[src/rtl/mult_cdb_arbiter.sv]
// Completion controller for the two multiplier lanes: per-lane skid FIFOs,
// round-robin arbitration onto the shared CDB/PRF write slot, and issue credits.
module mult_cdb_arbiter #(
  parameter int unsigned DEPTH = 4,
  parameter int unsigned PTR_W = 2,
  parameter int unsigned CRD_W = 3
) (
  input  logic               clock,
  input  logic               reset,
  input  logic [1:0]         rs_issue,
  input  logic [1:0]         mult_done,
  input  logic [63:0]        mult_result0,
  input  logic [63:0]        mult_result1,
  input  logic [6:0]         mult_dest_pr_idx0,
  input  logic [6:0]         mult_dest_pr_idx1,
  input  logic [4:0]         mult_dest_ar_idx0,
  input  logic [4:0]         mult_dest_ar_idx1,
  input  logic               cdb_grant,
  output logic               cdb_valid,
  output logic               cdb_lane,
  output logic [63:0]        cdb_result,
  output logic [6:0]         cdb_dest_pr_idx,
  output logic [4:0]         cdb_dest_ar_idx,
  output logic               prf_write_enable,
  output logic [1:0]         rs_mult_avail,
  output logic               overflow_err
);

  typedef enum logic {ARB_OPEN, ARB_HELD} arb_state_t;

  logic [63:0]      res_mem [2][DEPTH];
  logic [6:0]       pr_mem  [2][DEPTH];
  logic [4:0]       ar_mem  [2][DEPTH];
  logic [PTR_W-1:0] wr_ptr_q [2];
  logic [PTR_W-1:0] rd_ptr_q [2];
  logic [PTR_W:0]   count_q  [2];
  logic [CRD_W-1:0] credit_q [2];

  arb_state_t state_q, state_d;
  logic       lock_lane_q, lock_lane_d;
  logic       rr_q, rr_d;
  logic       overflow_q;

  logic [63:0] in_result [2];
  logic [6:0]  in_pr     [2];
  logic [4:0]  in_ar     [2];

  logic [1:0] not_empty, full, crd_zero, pop, push_ok, push_err;
  logic       sel, offer, fire;

  always_comb begin
    in_result[0] = mult_result0;
    in_result[1] = mult_result1;
    in_pr[0]     = mult_dest_pr_idx0;
    in_pr[1]     = mult_dest_pr_idx1;
    in_ar[0]     = mult_dest_ar_idx0;
    in_ar[1]     = mult_dest_ar_idx1;
  end

  always_comb begin
    not_empty = '0;
    full      = '0;
    crd_zero  = '0;
    for (int unsigned i = 0; i < 2; i++) begin
      not_empty[i] = (count_q[i] != '0);
      full[i]      = (count_q[i] == (PTR_W+1)'(DEPTH));
      crd_zero[i]  = (credit_q[i] == '0);
    end
  end

  // Arbitration FSM: HELD pins the lane while an offer waits for a grant.
  always_comb begin
    state_d     = state_q;
    lock_lane_d = lock_lane_q;
    rr_d        = rr_q;
    offer       = (state_q == ARB_HELD) | (|not_empty);

    if (state_q == ARB_HELD)      sel = lock_lane_q;
    else if (not_empty == 2'b01)  sel = 1'b0;
    else if (not_empty == 2'b10)  sel = 1'b1;
    else                          sel = rr_q;

    fire = offer & cdb_grant;
    if (fire) begin
      state_d = ARB_OPEN;
      rr_d    = ~sel;
    end else if (offer) begin
      state_d     = ARB_HELD;
      lock_lane_d = sel;
    end

    pop      = fire ? (sel ? 2'b10 : 2'b01) : 2'b00;
    // A full FIFO still accepts a push when its head leaves in the same cycle.
    push_ok  = mult_done & (~full | pop);
    push_err = mult_done & full & ~pop;
  end

  always_comb begin
    cdb_valid        = offer;
    cdb_lane         = offer & sel;
    cdb_result       = offer ? res_mem[sel][rd_ptr_q[sel]] : '0;
    cdb_dest_pr_idx  = offer ? pr_mem[sel][rd_ptr_q[sel]]  : '0;
    cdb_dest_ar_idx  = offer ? ar_mem[sel][rd_ptr_q[sel]]  : '0;
    prf_write_enable = fire;
    rs_mult_avail    = ~crd_zero;
    overflow_err     = overflow_q;
  end

  always_ff @(posedge clock) begin
    for (int unsigned i = 0; i < 2; i++) begin
      if (push_ok[i]) begin
        res_mem[i][wr_ptr_q[i]] <= in_result[i];
        pr_mem[i][wr_ptr_q[i]]  <= in_pr[i];
        ar_mem[i][wr_ptr_q[i]]  <= in_ar[i];
      end
    end
  end

  always_ff @(posedge clock or posedge reset) begin
    if (reset) begin
      state_q     <= ARB_OPEN;
      lock_lane_q <= 1'b0;
      rr_q        <= 1'b0;
    end else begin
      state_q     <= state_d;
      lock_lane_q <= lock_lane_d;
      rr_q        <= rr_d;
    end
  end

  always_ff @(posedge clock or posedge reset) begin
    if (reset) begin
      for (int unsigned i = 0; i < 2; i++) begin
        wr_ptr_q[i] <= '0;
        rd_ptr_q[i] <= '0;
        count_q[i]  <= '0;
        credit_q[i] <= CRD_W'(DEPTH);
      end
      overflow_q <= 1'b0;
    end else begin
      for (int unsigned i = 0; i < 2; i++) begin
        if (push_ok[i]) wr_ptr_q[i] <= wr_ptr_q[i] + PTR_W'(1);
        if (pop[i])     rd_ptr_q[i] <= rd_ptr_q[i] + PTR_W'(1);
        case ({push_ok[i], pop[i]})
          2'b10:   count_q[i] <= count_q[i] + (PTR_W+1)'(1);
          2'b01:   count_q[i] <= count_q[i] - (PTR_W+1)'(1);
          default: ;
        endcase
        // Issue and retire in the same cycle cancel; an issue at zero saturates.
        case ({rs_issue[i], pop[i]})
          2'b10:   if (!crd_zero[i]) credit_q[i] <= credit_q[i] - CRD_W'(1);
          2'b01:   credit_q[i] <= credit_q[i] + CRD_W'(1);
          default: ;
        endcase
      end
      if ((|push_err) | (|(rs_issue & crd_zero))) overflow_q <= 1'b1;
    end
  end

endmodule

[config.mk]
export PLATFORM = sky130hd
export DESIGN_NAME = mult_cdb_arbiter
export DESIGN_NICKNAME = d
export VERILOG_FILES = /design/src/rtl/mult_cdb_arbiter.sv
export SDC_FILE = /design/constraint.sdc
export NUM_CORES = 1
export LEC_CHECK = 0
export CAP_MARGIN = 40
export CORE_ASPECT_RATIO = 1.1
export CORE_UTILIZATION = 55
export DETAILED_ROUTE_END_ITERATION = 12
export GPL_TIMING_DRIVEN = 0
export PLACE_DENSITY_LB_ADDON = 0.3
export SYNTH_ARGS = -nofsm -noshare
export SYNTH_HDL_FRONTEND = slang
export SYNTH_SLANG_ARGS = --single-unit
[constraint.sdc]
create_clock -name clock -period 4.2 [get_ports clock]
set_input_delay 0.84 -clock clock [delete_from_list [all_inputs] [get_ports clock]]
set_output_delay 0.84 -clock clock [all_outputs]
set_load 0.02 [all_outputs]
==> run_results.csv <==
group,metric,value,unit
place,dp_hpwl,40930,µm
power_and_ir_drop,p_per_area,808.3,nW/µm²
hold_path,worstHoldPathType,"reg -> reg",
sta,slew_headroom,41.43,%
global_routing,grt_pass1_vias,15822,
run,maxCapViolations,0,
clock_tree,insertion_delay,0.62,ns
global_routing,grt-ovfl-total,0,
power_and_ir_drop,p_leak,10.87,nW
critical_path,path_max_fanout,10,
yosys,async_reset_ff_share,3.797,%
detailed_routing,wire_per_inst,25.53,µm
yosys,synthesis.nets,1722,
clock_tree,ctsHoldBuffers,0,
clock_tree,cts_sinks,632,
power_and_ir_drop,power.total,25.75,mW
detailed_routing,drt.antenna.violating_nets,0,
clock_tree,clockBufferDepth,3,
sta,hold_violations,0,
detailed_routing,dr_total_vias,15264,
critical_path,critPathLaunchType,"flop",
critical_path,crit_path_end_kind,"output port",
yosys,ys_top_cells_by_area,"edfxtp_1 69%, mux2_2 6.6%, mux2i_1 5.8%",
global_routing,grt_pass1_wl,95560,µm
yosys,yosysSeqAreaShare,71.45,%
critical_path,worst_path_most_repeated_cell,"buf_6",
detailed_routing,drc,0,
floorplan,fp.dieW,210.9,µm
finish,final_layout_size_suffix_gt1_share,28.36,%
sta,worst_slew_pin_slew,0.8785,ns
floorplan,dieArea,48870,µm²
finish,nFillCells,3145,
finish,area_growth,20.68,%
yosys,netlist_area,26400,µm²
hold_path,hold_depth,2,
yosys,synth-seq-cells,632,
detailed_routing,vias_per_cell,5.986,
critical_path,cpPeakStageDelay,0.57,ns
critical_path,r2r-start,"count_q[4]",
clock_tree,clkTransAtPathRegs,0.06,ns
sta,max_freq,241.1,MHz
place,numPortBuffers,239,
power_and_ir_drop,peakVddDrop,539.3,µV
floorplan,rows,83,
sta,setup_viol,0,
yosys,postSynthCellCount,1551,
clock_tree,cts_made_buffers,59,
sta,min_period,4.148,ns
place,placed_area,29910,µm²
critical_path,crit_family,"buffers and inverters",
sta,min_period_over_period,98.76,%
finish,layout_commonest_cell,"edfxtp_1",
detailed_routing,finalWirelength,65100,µm
clock_tree,h-tree-depth,2,
detailed_routing,drtIter0Drc,1196,
critical_path,required,3.36,ns
hold_path,min_from,"overflow_err",
finish,fin_util,67.71,%
sta,whs,0.4711,ns
clock_tree,tritoncts,"yes",
critical_path,timing.rr.end,"res_mem[1][102]",
critical_path,worst-path-buf-inv,4,
detailed_routing,firstDrtPassIters,5,
finish,final_cell_area,31850,µm²
yosys,ys_types,58,
global_routing,antenna_found_initial,8,
sta,tns,0,ns
clock_tree,cts-root-buf,"clkbuf_16",
critical_path,r2r_setup_slack,0.89,ns
hold_path,holdPathEnd,"overflow_err",
sta,fin_skew,0.01510,ns
finish,fin_nets,2040,
floorplan,initial_core_util,56.11,%
critical_path,crit_chain,"or4_4, o221ai_4, mux2i_4, buf_6, buf_12, buf_6, o221ai_2, o21ai_1, clkdlybuf4s15_2",
yosys,synth_flop_cell,"edfxtp_1",
global_routing,grt_max_degree,43,
floorplan,coreArea,47040,µm²
sta,slew_viol_final,0,
critical_path,critPathKind,"reg -> out",
status,status,"finished clean",
yosys,netlist.top_cell.by_area,"edfxtp_1",
critical_path,arrival,3.31,ns
critical_path,rr_worst_depth,7,
place,place_congestion,0.7891,
floorplan,die_h,231.8,µm
yosys,synth_enable_flop_cells,608,
floorplan,top_level_ports,241,
global_routing,grt_usage,26.79,%
yosys,avgSynthCellArea,17.02,µm²
finish,final_cell_mix,"608 x edfxtp_1, 163 x clkdlybuf4s50_1, 160 x nor2_1",
sta,rsz0062_at_grt,"false",
critical_path,critPathSlowestCell,"or4_4",
yosys,yosysWarnings,0,
yosys,netlist.area_leader.share,69.17,%
==> worst max path at each step <==
stage | cells after the start | end | from | slack (ns)
4_1_cts | 9 | cdb_result[20] | count_q[3] | -0.03
2_1_floorplan | 4 | ar_mem[0][0] | cdb_grant | 0.44
6_report | 9 | cdb_result[20] | count_q[4] | 0.05
3_3_place_gp | 5 | res_mem[0][166] | cdb_grant | -2.09
5_1_grt | 9 | cdb_result[28] | count_q[3] | 0.003
3_5_place_dp | 7 | cdb_result[25] | count_q[3] | -0.20
==> metrics by stage <==
stage	cells	worst slack (ns)
after floorplan	1551	0.4388
after global placement	2427	-2.090
after detailed placement	2441	-0.1980
after CTS	2547	-0.03151
after global routing	2550	0.002892
final	2550	0.05206
==> cell type report <==
class / instances / area (µm²) / share of cell area (%)
Antenna cell: 2 / 5.005 / 0.01571
Buffer: 105 / 595.6 / 1.870
Clock buffer: 72 / 1525 / 4.788
Clock inverter: 31 / 221.5 / 0.6953
Inverter: 10 / 37.54 / 0.1178
Multi-Input combinational cell: 802 / 7029 / 22.07
Sequential cell: 632 / 18860 / 59.22
Tap cell: 637 / 797.0 / 2.502
Timing Repair Buffer: 259 / 2779 / 8.724
==> metal layers <==
layer	vias up	routed length, µm	global-route usage (%)
met3	127	5146	4.734
li1	6781	-	-
met4	10	1901	9.851
met5	-	68	0
met1	7691	25630	34.67
met2	655	32360	45.44
==> power breakdown <==
group / switching [mW] / internal, mW
logic: 7.34 / 4.71
clock network: 2.22 / 2.74
registers: 0.384 / 8.35
==> what timing repair did <==
item	4_1_cts	5_1_grt
pin swaps	1	0
endpoints found under the setup margin	77	74
cloned	0	0
resized for setup	262	29
buffers inserted	3	3
==> worst register-to-register path, cell delays in order (launching register included) <==
cell and delay [ns]:
dfrtp_2 0.47, nor3_1 0.34, o311a_1 0.21, buf_6 0.21, nand2_2 0.15, a21oi_1 0.47, and2_4 0.70, buf_16 0.35
==> synthesized netlist by cell type, drive strengths merged, types with 2 or more instances <==
cell and count:
o21ai 83, nand3 4, dfstp 2, nand2 8, nor3 4, edfxtp 608
a22o 2, clkbuf 62, fa 4, a211o 2, o211ai 3, a21oi 6
mux2 157, nand2b 3, o22ai 76, o21a 4, o2111ai 2, nor4 2
buf 45, o221ai 77, xnor2 9, inv 10, dfrtp 22, and2 12
nor2 160, or2 2, or4 2, o31ai 2, mux2i 156, ha 8
==> registers in the layout (all words and copies together), names as in the netlist <==
register	cells
state_q	1
count_q	6
credit_q	6
pr_mem	56
lock_lane_q	1
wr_ptr_q	4
overflow_err	1
rr_q	1
rd_ptr_q	4
res_mem	512
ar_mem	40
==> kinds of logic after synthesis <==
logic type / after synthesis / synth area share (%)
DFF: 632 / 71.45
muxes: 313 / 12.68
AOI/OAI and AO/OA: 266 / 9.566
and+or+nand+nor: 202 / 3.238
buffers and inverters: 117 / 2.086
adders and majority gates: 12 / 0.6826
xor gates and xnor gates: 9 / 0.2987
No activity file was read; power rests on OpenSTA's default activity.
